--- config.mk ---
export PLATFORM = sky130hd
export DESIGN_NAME = svc_soc_gpio_reg_flat
export DESIGN_NICKNAME = d
export VERILOG_FILES = /design/src/rtl/svc_soc_gpio_reg_if.sv /design/src/rtl/svc_soc_gpio_reg.sv /design/src/flat_wrapper.sv
export SDC_FILE = /design/constraint.sdc
export NUM_CORES = 1
export LEC_CHECK = 0
export CORE_MARGIN = 1
export CORE_UTILIZATION = 42
export DETAILED_ROUTE_END_ITERATION = 8
export PLACE_DENSITY = 0.86
export SYNTH_ARGS = -nofsm -noshare
export SYNTH_HDL_FRONTEND = slang
export SYNTH_SLANG_ARGS = --single-unit
--- constraint.sdc ---
create_clock -name clk -period 2.6 [get_ports clk]
set_input_delay 0.52 -clock clk [delete_from_list [all_inputs] [get_ports clk]]
set_output_delay 0.52 -clock clk [all_outputs]
set_load 0.01 [all_outputs]
--- src/rtl/svc_soc_gpio_reg_if.sv ---
// MMIO write/read bus between an SoC I/O master and the GPIO register bank.
interface svc_soc_gpio_reg_if;
  logic        io_wen;
  logic [31:0] io_waddr;
  logic [31:0] io_wdata;
  logic [3:0]  io_wstrb;
  logic        io_ren;
  logic [31:0] io_raddr;
  logic [31:0] io_rdata;
  logic        io_rvalid;

  modport master (
    output io_wen, io_waddr, io_wdata, io_wstrb, io_ren, io_raddr,
    input  io_rdata, io_rvalid
  );

  modport slave (
    input  io_wen, io_waddr, io_wdata, io_wstrb, io_ren, io_raddr,
    output io_rdata, io_rvalid
  );
endinterface

--- src/rtl/svc_soc_gpio_reg.sv ---
// GPIO register bank: output pins with set/clear/toggle, synchronized inputs,
// sticky rising-edge status with a level interrupt, and 1-cycle registered reads.
module svc_soc_gpio_reg #(
  parameter int unsigned         NUM_OUT     = 8,
  parameter int unsigned         NUM_IN      = 8,
  parameter int unsigned         SYNC_STAGES = 2,
  parameter logic [NUM_OUT-1:0]  OUT_RESET   = '0
) (
  input  logic                   clk,
  input  logic                   rst_n,
  svc_soc_gpio_reg_if.slave      bus,
  output logic [NUM_OUT-1:0]     gpio_out,
  input  logic [NUM_IN-1:0]      gpio_in,
  output logic                   irq
);

  localparam int unsigned DW         = 32;
  localparam logic [7:0]  OFF_OUT    = 8'h00;
  localparam logic [7:0]  OFF_SET    = 8'h04;
  localparam logic [7:0]  OFF_CLR    = 8'h08;
  localparam logic [7:0]  OFF_TGL    = 8'h0C;
  localparam logic [7:0]  OFF_IN     = 8'h10;
  localparam logic [7:0]  OFF_IRQ_EN = 8'h14;
  localparam logic [7:0]  OFF_STATUS = 8'h18;

  logic [NUM_OUT-1:0] out_q,    out_d;
  logic [NUM_IN-1:0]  irq_en_q, irq_en_d;
  logic [NUM_IN-1:0]  status_q, status_d;
  logic [NUM_IN-1:0]  prev_q,   prev_d;
  logic [NUM_IN-1:0]  sync_q [SYNC_STAGES];
  logic [NUM_IN-1:0]  sync_d [SYNC_STAGES];
  logic [DW-1:0]      rdata_q,  rdata_d;
  logic               rvalid_q, rvalid_d;
  logic               irq_q,    irq_d;

  logic [DW-1:0]      byte_mask;
  logic [DW-1:0]      wdata_m;
  logic [DW-1:0]      out_ext;
  logic [DW-1:0]      rd_mux;
  logic [NUM_IN-1:0]  in_val;
  logic [NUM_IN-1:0]  rise;
  logic [NUM_IN-1:0]  clr_mask;
  logic               unused_addr_hi;

  assign unused_addr_hi = ^{bus.io_waddr[31:8], bus.io_raddr[31:8]};

  // Input synchronizer; the last stage is the architectural IN value.
  always_comb begin
    sync_d[0] = gpio_in;
    for (int i = 1; i < int'(SYNC_STAGES); i++) begin
      sync_d[i] = sync_q[i-1];
    end
  end

  assign in_val = sync_q[SYNC_STAGES-1];
  assign rise   = in_val & ~prev_q;

  // Write decode: every write type only touches strobed bytes.
  always_comb begin
    byte_mask = {{8{bus.io_wstrb[3]}}, {8{bus.io_wstrb[2]}},
                 {8{bus.io_wstrb[1]}}, {8{bus.io_wstrb[0]}}};
    wdata_m   = bus.io_wdata & byte_mask;
    out_ext   = DW'(out_q);
    out_d     = out_q;
    irq_en_d  = irq_en_q;
    clr_mask  = '0;
    if (bus.io_wen) begin
      case (bus.io_waddr[7:0])
        OFF_OUT:    out_d    = NUM_OUT'((out_ext & ~byte_mask) | wdata_m);
        OFF_SET:    out_d    = NUM_OUT'(out_ext | wdata_m);
        OFF_CLR:    out_d    = NUM_OUT'(out_ext & ~wdata_m);
        OFF_TGL:    out_d    = NUM_OUT'(out_ext ^ wdata_m);
        OFF_IRQ_EN: irq_en_d = NUM_IN'((DW'(irq_en_q) & ~byte_mask) | wdata_m);
        OFF_STATUS: clr_mask = NUM_IN'(wdata_m);
        default:    ;
      endcase
    end
    // A same-cycle edge overrides the W1C clear.
    status_d = (status_q & ~clr_mask) | rise;
    prev_d   = in_val;
    irq_d    = |(status_q & irq_en_q);
  end

  // Read path samples pre-write state; rdata holds between reads.
  always_comb begin
    case (bus.io_raddr[7:0])
      OFF_OUT:    rd_mux = DW'(out_q);
      OFF_IN:     rd_mux = DW'(in_val);
      OFF_IRQ_EN: rd_mux = DW'(irq_en_q);
      OFF_STATUS: rd_mux = DW'(status_q);
      default:    rd_mux = '0;
    endcase
    rvalid_d = bus.io_ren;
    rdata_d  = bus.io_ren ? rd_mux : rdata_q;
  end

  always_ff @(posedge clk or negedge rst_n) begin
    if (!rst_n) begin
      out_q    <= OUT_RESET;
      irq_en_q <= '0;
      status_q <= '0;
      prev_q   <= '0;
      for (int i = 0; i < int'(SYNC_STAGES); i++) begin
        sync_q[i] <= '0;
      end
      rdata_q  <= '0;
      rvalid_q <= 1'b0;
      irq_q    <= 1'b0;
    end else begin
      out_q    <= out_d;
      irq_en_q <= irq_en_d;
      status_q <= status_d;
      prev_q   <= prev_d;
      for (int i = 0; i < int'(SYNC_STAGES); i++) begin
        sync_q[i] <= sync_d[i];
      end
      rdata_q  <= rdata_d;
      rvalid_q <= rvalid_d;
      irq_q    <= irq_d;
    end
  end

  assign gpio_out      = out_q;
  assign irq           = irq_q;
  assign bus.io_rdata  = rdata_q;
  assign bus.io_rvalid = rvalid_q;

endmodule

--- src/flat_wrapper.sv ---
// flat-port wrapper written by rule: the top's interface ports become plain ports
module svc_soc_gpio_reg_flat 
#(
  parameter int unsigned         NUM_OUT     = 8,
  parameter int unsigned         NUM_IN      = 8,
  parameter int unsigned         SYNC_STAGES = 2,
  parameter logic [NUM_OUT-1:0]  OUT_RESET   = '0
)
  (clk, rst_n, gpio_out, gpio_in, irq, bus_io_wen, bus_io_waddr, bus_io_wdata, bus_io_wstrb, bus_io_ren, bus_io_raddr, bus_io_rdata, bus_io_rvalid);
  svc_soc_gpio_reg_if bus_i ();
  input  logic clk;
  input  logic rst_n;
  output logic [NUM_OUT-1:0] gpio_out;
  input  logic [NUM_IN-1:0] gpio_in;
  output logic irq;
  input wire logic [$bits(bus_i.io_wen)-1:0] bus_io_wen;
  input wire logic [$bits(bus_i.io_waddr)-1:0] bus_io_waddr;
  input wire logic [$bits(bus_i.io_wdata)-1:0] bus_io_wdata;
  input wire logic [$bits(bus_i.io_wstrb)-1:0] bus_io_wstrb;
  input wire logic [$bits(bus_i.io_ren)-1:0] bus_io_ren;
  input wire logic [$bits(bus_i.io_raddr)-1:0] bus_io_raddr;
  output wire logic [$bits(bus_i.io_rdata)-1:0] bus_io_rdata;
  output wire logic [$bits(bus_i.io_rvalid)-1:0] bus_io_rvalid;
  assign bus_i.io_wen = bus_io_wen;
  assign bus_i.io_waddr = bus_io_waddr;
  assign bus_i.io_wdata = bus_io_wdata;
  assign bus_i.io_wstrb = bus_io_wstrb;
  assign bus_i.io_ren = bus_io_ren;
  assign bus_i.io_raddr = bus_io_raddr;
  assign bus_io_rdata = bus_i.io_rdata;
  assign bus_io_rvalid = bus_i.io_rvalid;
  svc_soc_gpio_reg #(.NUM_OUT(NUM_OUT), .NUM_IN(NUM_IN), .SYNC_STAGES(SYNC_STAGES), .OUT_RESET(OUT_RESET)) u_core (.clk(clk), .rst_n(rst_n), .bus(bus_i), .gpio_out(gpio_out), .gpio_in(gpio_in), .irq(irq));
endmodule
# Word level (Yosys, flattened, before mapping)
# Index checks and enable logic that the tools add are counted.
dict set report classes {
  n_eq_ne 8
  muxes 4
  bitwise_logic 16
  reduce_logical 6
}
# operator n
set op_table {}
lappend op_table {{$pmux 8 s4} 2}
lappend op_table {{$and 8x8->8} 7}
lappend op_table {{$eq 8x5->1 const B} 5}
lappend op_table {{$not 8->8} 4}
lappend op_table {{$or 8x8->8} 4}
lappend op_table {{$eq 8x4->1 const B} 2}
lappend op_table {{$logic_not 8->1} 2}
lappend op_table {{$mux 8} 2}
lappend op_table {{$eq 8x3->1 const B} 1}
lappend op_table {{$reduce_or 8->1} 1}
lappend op_table {{$xor 8x8->8} 1}
lappend op_table {{$reduce_and 2->1} 2}
lappend op_table {{$reduce_bool 4->1} 1}
dict set report word_totals {
  register_bits 82
  output_inout_bits 42
  word_cells 43
}

# Logic depth before layout (Yosys ltp)
dict set report logic_depth {
  ltp_word 6
  depth_mapped 7
}

# Worst setup path before layout
# Ideal clock, no wire load.
dict set report synth_timing {
  kind {input-to-reg}
  start {input port bus_io_raddr[1]}
  end {register u_core.rdata_q[6], in the netlist u_core.bus.io_rdata[6]}
  arrival_ps 1834
  required_time_ps 2518
  setup_slack_ps 683
  cell_stages 5
  n_path_buf 1
  cell_sequence {or4_4 or4_1 buf_2 o22a_1 o22ai_2}
}
dict set report synth_between {
  elab_chain_cells 2
  elab_cells_between_ends 5
}
# item line
set synth_lines {}
lappend synth_lines {{from (decl)} flat_wrapper.sv:21} ;# input wire logic [$bits(bus_i.io_raddr)-1:0] bus_io_raddr;
lappend synth_lines {{$eq 8x5->1 / $logic_not 8->1 (equally long branches)} svc_soc_gpio_reg.sv:86} ;# case (bus.io_raddr[7:0])
lappend synth_lines {{$pmux 8 s4 *} svc_soc_gpio_reg.sv:86}
lappend synth_lines {{to (signal assigned)} svc_soc_gpio_reg.sv:117} ;# rdata_q <= rdata_d;
lappend synth_lines {{to (decl)} svc_soc_gpio_reg.sv:32} ;# logic [DW-1:0] rdata_q, rdata_d;
# Every way passes the cells marked *; elsewhere a longest branch is shown, timed or not.
# A chain may end at the register's enable or synchronous reset.

# Worst setup path after layout
# Same ends and word-level chain as after synthesis.

==> flow_metrics.py <==
metrics = {
    "run_status": {
        "run_status": "complete, no violations",
    },
    "yosys": {
        "netlist.area_leader.share": 0.519,
        "yosys.cell_types.count": 35,
        "post_synth_inst_count": 247,
        "post_synthesis_cell_type_with_the_largest_combined_area": "sky130_fd_sc_hd__dfrtp_1",
        "post_synth_instance_area_sq_um": 2800,
        "synth-seq-area-share": 0.519,
        "synth_seq_cells": 58,
        "synth_top_cells_by_count": "58 x sky130_fd_sc_hd__dfrtp_1, 25 x sky130_fd_sc_hd__buf_4, 16 x sky130_fd_sc_hd__inv_1",
        "synthMostInstantiatedCell": "sky130_fd_sc_hd__dfrtp_1",
        "syn_area_per_cell_sq_um": 11.3,
        "ys_async_sr_fraction": 1.00,
        "synth-main-ff-cell": "sky130_fd_sc_hd__dfrtp_1",
        "synth_edf_count": 0,
        "synth.area.top_cells": "sky130_fd_sc_hd__dfrtp_1 52%, sky130_fd_sc_hd__buf_4 6.7%, sky130_fd_sc_hd__ha_1 3.6%",
        "synth_warnings": 0,
    },
    "drt": {
        "first_iter_violations": 150,
        "wirelength_mm": 5.62,
        "avgRoutedWirePerCell_um": 14.5,
        "route.detailed.drc": 0,
        "final_antenna_net_count": 0,
        "drt_pass1_iterations": 4,
        "vias_per_cell": 5.17,
        "num_vias": 2000,
    },
    "sta": {
        "slew_headroom": 0.564,
        "setup_viol_count_final": 0,
        "clock.fmax_mhz": 463,
        "final.min_clock_period_ps": 2160,
        "report.final.hold_viol_count": 0,
        "ratio_of_final_minimum_period_to_clock_period": 0.832,
        "unrepaired_setup_endpoints_after_global_routing": "no",
        "worstMarginPinSlew_ps": 653,
        "final.hold.worst_slack_ps": 225,
        "finalSetupTns_ps": 0,
        "fin_skew_ps": 5.64,
        "final-max-slew-violation-count": 0,
    },
    "critical_path": {
        "cells_along_the_critical_path": "clkdlybuf4s50_1 -> or4_4 -> or4_1 -> o22a_1 -> o22ai_2",
        "r2r_slack_ps": 1220,
        "timing.setup.critical_path_class": "input port to flip-flop",
        "cp_num_buf_inv": 1,
        "r2r_end": "u_core.gpio_out[7]",
        "reg2reg_depth": 5,
        "critical_path.slowest_cell": "sky130_fd_sc_hd__or4_1",
        "worst_r2r_start": "u_core.gpio_out[7]",
        "setup.worst_path.start_class": "input port",
        "critical-path-max-stage-delay_ps": 570,
        "worst-endpoint-arrival_ps": 2410,
        "crit_fanout": 8,
        "critical_path.top_delay_family": "simple AND/OR/NAND/NOR gates",
        "critPathRequiredTime_ps": 2850,
        "cp-end-kind": "flip-flop",
    },
    "global_routing": {
        "largest_net_degree_at_the_start_of_global_routing": 31,
        "globalRouteOverflowTotal": 0,
        "antenna_found_initial": 0,
        "grt_pass1_vias": 1998,
        "first_pass_grt_wire_length_mm": 9.64,
        "groute.usage.overall": 0.178,
    },
    "floorplan": {
        "die-area_sq_um": 6990,
        "num_io_pins": 154,
        "initial_core_util": 0.438,
        "num_rows": 29,
        "core_region_area_sq_um": 6390,
        "dieWidth_um": 83.6,
        "die-height_um": 83.6,
    },
    "clocking": {
        "cts_resized": 0,
        "postCtsHoldBufs": 0,
        "clkSlewWorstSetupHoldPaths_ps": 60,
        "worst_skew_pair_later_pin_latency_ps": 320,
        "clk_path_buf_depth": 2,
        "tritoncts": "yes",
        "cts_sinks": 58,
        "htree_num_levels": 3,
        "clockRootBuffer": "sky130_fd_sc_hd__clkbuf_8",
        "postCtsSetupBuffers": 0,
        "numCtsBuffers": 9,
    },
    "place": {
        "port_buffers": 54,
        "place.gp.congestion": 0.829,
        "hpwlAfterDp_mm": 4.44,
    },
    "cells_and_area": {
        "area_delta_synth_final_pct": 24.8,
        "layout_cell_share_with_drive_strength_beyond_1": 0.129,
        "design.final.nets": 428,
        "antenna-diode-count": 0,
    },
    "power": {
        "ir_worst_vdd_mv": 0.303,
        "cellPowerDensity_nw_per_um2": 527,
        "static-leakage-power_uw": 0.00151,
    },
    "job": {
        "maxCapViolCount": 0,
    },
    "worst_hold_path": {
        "holdCritPathClass": "input port to asynchronous set/reset pin",
    },
}
-- worst max path at each step --
stage | start | end | slack (ps) | depth (start not counted)
after floorplan | bus_io_raddr[1] | u_core.bus.io_rdata[6] | 680 | 5
after global placement | bus_io_raddr[1] | u_core.bus.io_rdata[6] | 160 | 5
after detailed placement | bus_io_raddr[4] | u_core.bus.io_rdata[2] | 100 | 5
after CTS | bus_io_raddr[4] | u_core.bus.io_rdata[2] | 440 | 5
after global routing | bus_io_raddr[1] | u_core.bus.io_rdata[4] | 380 | 5
final | bus_io_raddr[1] | u_core.bus.io_rdata[6] | 440 | 5
-- power breakdown --
group / switching (uW) / internal [uW] / leakage (uW)
clock network: 306 / 329 / 0.0000722
logic: 116 / 121 / 0.000734
registers: 28.7 / 942 / 0.000706
total: 451 / 1390 / 0.00151
-- layer usage --
metal / GRT usage / vias to the layer above / part of all wire
met1: 0.225 / 953 / 0.44
met2: 0.283 / 77 / 0.49
met3: 0.0425 / 16 / 0.046
met5: 0 / - / 0
met4: 0.0924 / 0 / 0.026
li1: - / 954 / -
-- cells by family after synthesis --
family / synth area share
mux: 0.0608
compound gates: 0.159
simple gates: 0.115
flops: 0.519
fa+ha+maj: 0.0393
other cells: 0.00134
buf+inv: 0.106
-- layout make-up --
cell class | count | area [sq um]
fillers | 550 | 2890
well taps | 77 | 96.3
multi-input cells | 159 | 1140
repair buffers | 63 | 603
flip-flops and latches | 58 | 1450
inverters | 17 | 63.8
clock buffers | 12 | 135
clock inverters | 1 | 5.00
-- placed cells by master (no fill, tap or decap) --
| master | synthesis | routed |
|---|---|---|
| sky130_fd_sc_hd__dfrtp_1 | 58 | 58 |
| sky130_fd_sc_hd__clkdlybuf4s50_1 | 0 | 53 |
| sky130_fd_sc_hd__conb_1 | 1 | 24 |
| sky130_fd_sc_hd__inv_1 | 16 | 16 |
| sky130_fd_sc_hd__nand2_1 | 15 | 15 |
| sky130_fd_sc_hd__a22oi_1 | 12 | 12 |
| sky130_fd_sc_hd__nand3_1 | 9 | 9 |
| sky130_fd_sc_hd__a22o_1 | 9 | 9 |
| sky130_fd_sc_hd__o21ai_0 | 9 | 9 |
| sky130_fd_sc_hd__clkbuf_8 | 0 | 9 |
| sky130_fd_sc_hd__buf_4 | 25 | 9 |
| sky130_fd_sc_hd__nor2_1 | 8 | 8 |
| sky130_fd_sc_hd__mux2i_1 | 8 | 8 |
| sky130_fd_sc_hd__o22a_1 | 8 | 8 |
| sky130_fd_sc_hd__o22ai_2 | 8 | 8 |
| sky130_fd_sc_hd__o211ai_1 | 8 | 8 |
| sky130_fd_sc_hd__mux2_2 | 8 | 8 |
| sky130_fd_sc_hd__ha_1 | 8 | 8 |
| sky130_fd_sc_hd__nor3b_1 | 7 | 7 |
| sky130_fd_sc_hd__nor2b_1 | 3 | 3 |
| sky130_fd_sc_hd__clkbuf_1 | 5 | 3 |
| sky130_fd_sc_hd__nand4_1 | 2 | 2 |
| sky130_fd_sc_hd__and2_1 | 2 | 2 |
| sky130_fd_sc_hd__nor4b_2 | 1 | 1 |
| sky130_fd_sc_hd__nor3b_2 | 1 | 1 |
| sky130_fd_sc_hd__and4b_1 | 1 | 1 |
| sky130_fd_sc_hd__clkinv_1 | 1 | 1 |
| sky130_fd_sc_hd__maj3_1 | 1 | 1 |
| sky130_fd_sc_hd__or4_4 | 1 | 1 |
| sky130_fd_sc_hd__or4b_1 | 1 | 1 |
| sky130_fd_sc_hd__or3_1 | 1 | 1 |
| sky130_fd_sc_hd__or4_1 | 1 | 1 |
| sky130_fd_sc_hd__nor3_1 | 1 | 1 |
| sky130_fd_sc_hd__nor4b_1 | 1 | 1 |
| sky130_fd_sc_hd__or3b_2 | 1 | 1 |
| sky130_fd_sc_hd__clkinv_2 | 0 | 1 |
| sky130_fd_sc_hd__buf_2 | 3 | 1 |
-- stage by stage --
stage / utilization / setup slack, ps / area (sq um) / instances / total power, uW
2_1_floorplan: - / 683 / 2890 / 270 / 1110
3_3_place_gp: 0.525 / 161 / 3350 / 374 / 1210
3_5_place_dp: 0.525 / 102 / 3350 / 374 / 1220
4_1_cts: 0.547 / 445 / 3490 / 387 / 1860
5_1_grt: 0.547 / 385 / 3490 / 387 / 1930
6_report: 0.547 / 438 / 3490 / 387 / 1840
Power figures use the tool's default switching activity.
